### src/rtl/jt5205_timing_mc.sv
// Multi-channel JT5205 ADPCM sample-timing generator.
// Each channel divides the shared clock enable by a rate picked from its
// 2-bit S code and produces sample strobes plus the VCK pin level. Rate
// changes wait for the end of the current period so a period is never
// cut short or stretched. A sync pulse restarts the phase of every channel.
module jt5205_timing_mc #(
    parameter int CH   = 2,
    parameter int CW   = 8,
    parameter int LIM0 = 95,
    parameter int LIM1 = 63,
    parameter int LIM2 = 47
) (
    input  logic            clk,
    input  logic            rst_n,
    input  logic            cen,
    input  logic            sync,
    input  logic [2*CH-1:0] sel,
    output logic [2*CH-1:0] sel_act,
    output logic [CH-1:0]   cen_lo,
    output logic [CH-1:0]   cenb_lo,
    output logic [CH-1:0]   cen_mid,
    output logic [CH-1:0]   vclk_o
);

    // Terminal count (period minus one) for an S code; code 3 never counts.
    function automatic logic [CW-1:0] lim_of(input logic [1:0] code);
        case (code)
            2'd0:    return CW'(LIM0);
            2'd1:    return CW'(LIM1);
            default: return CW'(LIM2);
        endcase
    endfunction

    genvar i;
    generate
        for (i = 0; i < CH; i++) begin : g_ch
            logic [CW-1:0] cnt;
            logic [CW-1:0] lim;
            logic [CW-1:0] half;
            logic [1:0]    act;
            logic [1:0]    s_in;
            logic          pre;
            logic          preb;
            logic          pending;
            logic          vclk;

            assign s_in = sel[2*i +: 2];
            assign lim  = lim_of(act);
            assign half = lim >> 1;

            // Divider, strobe flags, VCK level and deferred rate selection.
            always_ff @(posedge clk) begin
                if (!rst_n) begin
                    cnt     <= '0;
                    vclk    <= 1'b0;
                    pre     <= 1'b0;
                    preb    <= 1'b0;
                    pending <= 1'b0;
                    act     <= s_in;
                end else if (sync) begin
                    cnt     <= '0;
                    vclk    <= 1'b0;
                    pre     <= 1'b0;
                    preb    <= 1'b0;
                    pending <= 1'b0;
                    if (pending) begin
                        act <= s_in;
                    end
                end else if (cen) begin
                    pre  <= 1'b0;
                    preb <= 1'b0;
                    if (act == 2'd3) begin
                        cnt     <= '0;
                        vclk    <= 1'b0;
                        pending <= 1'b0;
                        if (s_in != 2'd3) begin
                            act <= s_in;
                        end
                    end else begin
                        if (cnt == lim) begin
                            cnt     <= '0;
                            pre     <= 1'b1;
                            vclk    <= 1'b1;
                            act     <= s_in;
                            pending <= 1'b0;
                        end else begin
                            cnt     <= cnt + CW'(1);
                            pending <= (s_in != act);
                        end
                        if (cnt == half) begin
                            preb <= 1'b1;
                            vclk <= 1'b0;
                        end
                    end
                end
            end

            assign sel_act[2*i +: 2] = act;
            assign vclk_o[i]  = vclk;
            assign cen_lo[i]  = pre & cen;
            assign cenb_lo[i] = preb & cen;
            assign cen_mid[i] = (pre | preb) & cen;
        end
    endgenerate

endmodule

### config.mk
export PLATFORM = sky130hd
export DESIGN_NAME = jt5205_timing_mc
export DESIGN_NICKNAME = d
export VERILOG_FILES = /design/src/rtl/jt5205_timing_mc.sv
export SDC_FILE = /design/constraint.sdc
export NUM_CORES = 1
export LEC_CHECK = 0
export BUFFER_PORTS_ARGS = -buffer_cell sky130_fd_sc_hd__buf_2
export CAP_MARGIN = 20
export CORE_MARGIN = 1.5
export CORE_UTILIZATION = 55
export CTS_CLUSTER_SIZE = 20
export DETAILED_ROUTE_END_ITERATION = 6
export HOLD_SLACK_MARGIN = 0.06
export PLACE_DENSITY_LB_ADDON = 0.3
export SLEW_MARGIN = 10
export SYNTH_ARGS = -nofsm -noshare
export SYNTH_HDL_FRONTEND = slang
export SYNTH_SLANG_ARGS = --single-unit
### constraint.sdc
create_clock -name clk -period 2.3 [get_ports clk]
set_input_delay 0.575 -clock clk [delete_from_list [all_inputs] [get_ports clk]]
set_output_delay 0.575 -clock clk [all_outputs]
set_load 0.01 [all_outputs]
==> impl_results.md <==
* Final setup vio count at 0
* Largest net degree at the start of global routing at 16
* Total core area at 0.00276 mm2
* FFs w/ async S/R, synth at 0
* PD cells at ~500 mW/mm2
* Worst Hold Depth at 1
* Worst hold endpoint: g_ch[1].act[1]
* Clock sinks at 28
* # diodes at 0
* Antenna-violating nets left at 0
* Gate Count Post-Synth at 190
* Clock Latency Late Sink at 0.33 ns
* Gr ovfl total at 0
* Pleak at roughly 0.63 nW
* Netlist cell types at 49
* Status: complete, no violations
* CP Max Fanout at 6
* Synthesized area at approximately 0.0016 mm2
* Largest area contributor in the netlist: dfxtp_1
* DRC viols at 0
* Vias per cell at approximately 6.0
* Top-count cell post-synth: dfxtp_1
* Fin cells at 237
* Register area share after synthesis at 0.374
* Layout cells sized above 1 at 0.194
* CTS tree: yes
* Die height at between 50 and 60 um
* Synth area leaders: dfxtp_1 (30%), edfxtp_1 (7.5%), a21oi_1 (6.2%)
* Global-route wire length before repair at 6.28 mm
* Register-to-register setup slack at ~0.13 ns
* Hpwl dp at 2.63 mm
* DIE AREA at between 0.003 and 0.004 mm2
* DR pass1 iterations at 4
* Register Area at 601 um2
* Critical R2R Capture: g_ch[0].act[1]
* Depth of the worst register-to-register path at 5
* Post-route setup TNS at 0 ns
* Top-level I/O count at 20
* Critical path data arrival time at 2.23 ns
* Peak VDD IR at around 0.35 mV
* Critical path required time at between 2 and 2.5 ns
* Initial antenna violation count at 0
* Fin. Hold Viols at 0
* Synth top area share at 0.299
* Worst-path clk slew at around 0.15 ns
* H-Tree Depth at 1
* Main flop type after synthesis: dfxtp_1
* Nets at ~220
* Tot Pwr at 0.000880 W
* Drt wl/cell at roughly 15 um
* Postcts setup bufs at 0
* Max-cap viol count at 0
* Port bufs at 19
* WL final at ~3.5 mm
* Fmax at 0.460 GHz
* Via Count at around 1400
* Post-Syn Nets at 200
* GP Congestion at ~0.90
* Final instance area at 0.00176 mm2
* Area growth syn-to-layout at 9.58%
* Slew Viols, Final at 0
* DR iter-0 viols at approximately 50
* Die width at approximately 57 um
* Worst Tran Pin Value at approximately 0.56 ns
* Worst hold path type: in -> reg
* RSZ-0062 raised after global routing: no
* Period utilization at 0.945
* Post_cts resized at 0
* CP Launch Type: register
* Initial Util at 0.583
* Post-DP Area at around 0.0017 mm2
* Area of the multi-input gates at roughly 900 um2
* Synth Register Bits at 28
* Final-layout fill cell count at 258
* Slew HR at 0.620
* Inst Count DP at approximately 230
* WHS at between 0.4 and 0.5 ns
* Worst R2R Start: g_ch[0].cnt[0]
* CTS Buf Count at 3
* Fin crit period at approximately 2.2 ns
* Longest Clk Path Bufs at 2
* Root Buffer: clkbuf_4
* Ys Warns at 0
* Post-Route Skew at 0.00552 ns
* Synth top cells by count: dfxtp_1 (24), nand2_1 (23), a21oi_1 (20)
* Hold Path Origin: sel[3]
* Vias in the first global route at around 1400
* CP Class: reg -> reg
* Tot GR Track Use at 0.241
* Rows at 19
* Critical Path Sink Type: register
* Mapped Avg Cell Area at ~8.5 um2
* CTS Hold Bufs at 0
* Post-synth EDFFs at 4
[per-layer routing]
layer  GRT usage  routed length (um)  share of wire
met5           0                   0              0
met4      0.0963                  29         0.0082
met3      0.0431                 207          0.059
met2       0.378                1580           0.45
met1       0.330                1710           0.48
[kinds of logic after synthesis]
group | after synthesis | share of synthesized area
AOI/OAI and AO/OA | 50 | 0.208
xor gates and xnor gates | 15 | 0.0818
buffers and inverters | 21 | 0.0639
adders and majority gates | 2 | 0.0156
muxes | 1 | 0.00623
DFF | 28 | 0.374
and+or+nand+nor | 73 | 0.251
[worst max-delay path, stage by stage, from the launching register on]
cell      delay, ns
dfxtp_1        0.40
ha_1           0.24
nand2_1        0.12
or4b_1         0.61
o211ai_2       0.31
and3_1         0.23
[worst max path at each step]
stage / from / slack (ns) / to / depth (start not counted)
final: g_ch[0].cnt[0] / 0.13 / g_ch[0].act[1] / 5
after global routing: g_ch[0].cnt[0] / 0.03 / g_ch[0].act[1] / 5
after CTS: g_ch[0].cnt[0] / 0.15 / g_ch[0].act[1] / 5
after detailed placement: g_ch[0].cnt[0] / 0.18 / g_ch[0].act[0] / 5
after global placement: g_ch[0].cnt[0] / 0.24 / g_ch[0].act[0] / 5
after floorplan: g_ch[0].act[1] / 0.25 / g_ch[0].act[0] / 6
[per-stage QoR]
step | utilization | worst slack, ns
floorplan | - | 0.252
global placement | 0.625 | 0.238
detailed placement | 0.625 | 0.179
CTS | 0.638 | 0.153
global route | 0.638 | 0.0263
finish | 0.638 | 0.126
[cell type report]
cell class | count | area share
Clock buffer | 4 | 0.0206
Inverter | 5 | 0.0107
Multi-Input combinational cell | 141 | 0.513
Sequential cell | 28 | 0.341
Tap cell | 31 | 0.0220
Timing Repair Buffer | 28 | 0.0924
[flip-flops by register name (all words and copies together) (netlist names)]
register and cells:
g_ch.vclk 2, g_ch.cnt 16, g_ch.preb 2, g_ch.pending 2
g_ch.pre 2, g_ch.act 4
[where the power goes]
group | switching [W] | leakage [nW] | internal (W) | total [W]
clock network | 0.000144 | 0.0210 | 0.0000969 | 0.000241
registers | 0.00000961 | 0.233 | 0.000508 | 0.000518
logic | 0.0000708 | 0.372 | 0.0000503 | 0.000121
total | 0.000225 | 0.626 | 0.000655 | 0.000880
[placed cells by master (no fill, tap or decap), types with 5 or more instances in the layout]
master / instances
a211oi_1: 6
o21ai_0: 6
buf_4: 9
nor2b_1: 5
nand4_1: 7
a21oi_1: 20
and2_1: 5
buf_2: 19
dfxtp_1: 24
nand2_1: 23
nor2_1: 6
xnor2_1: 9
xor2_1: 6
No activity file was read; power rests on OpenSTA's default activity.
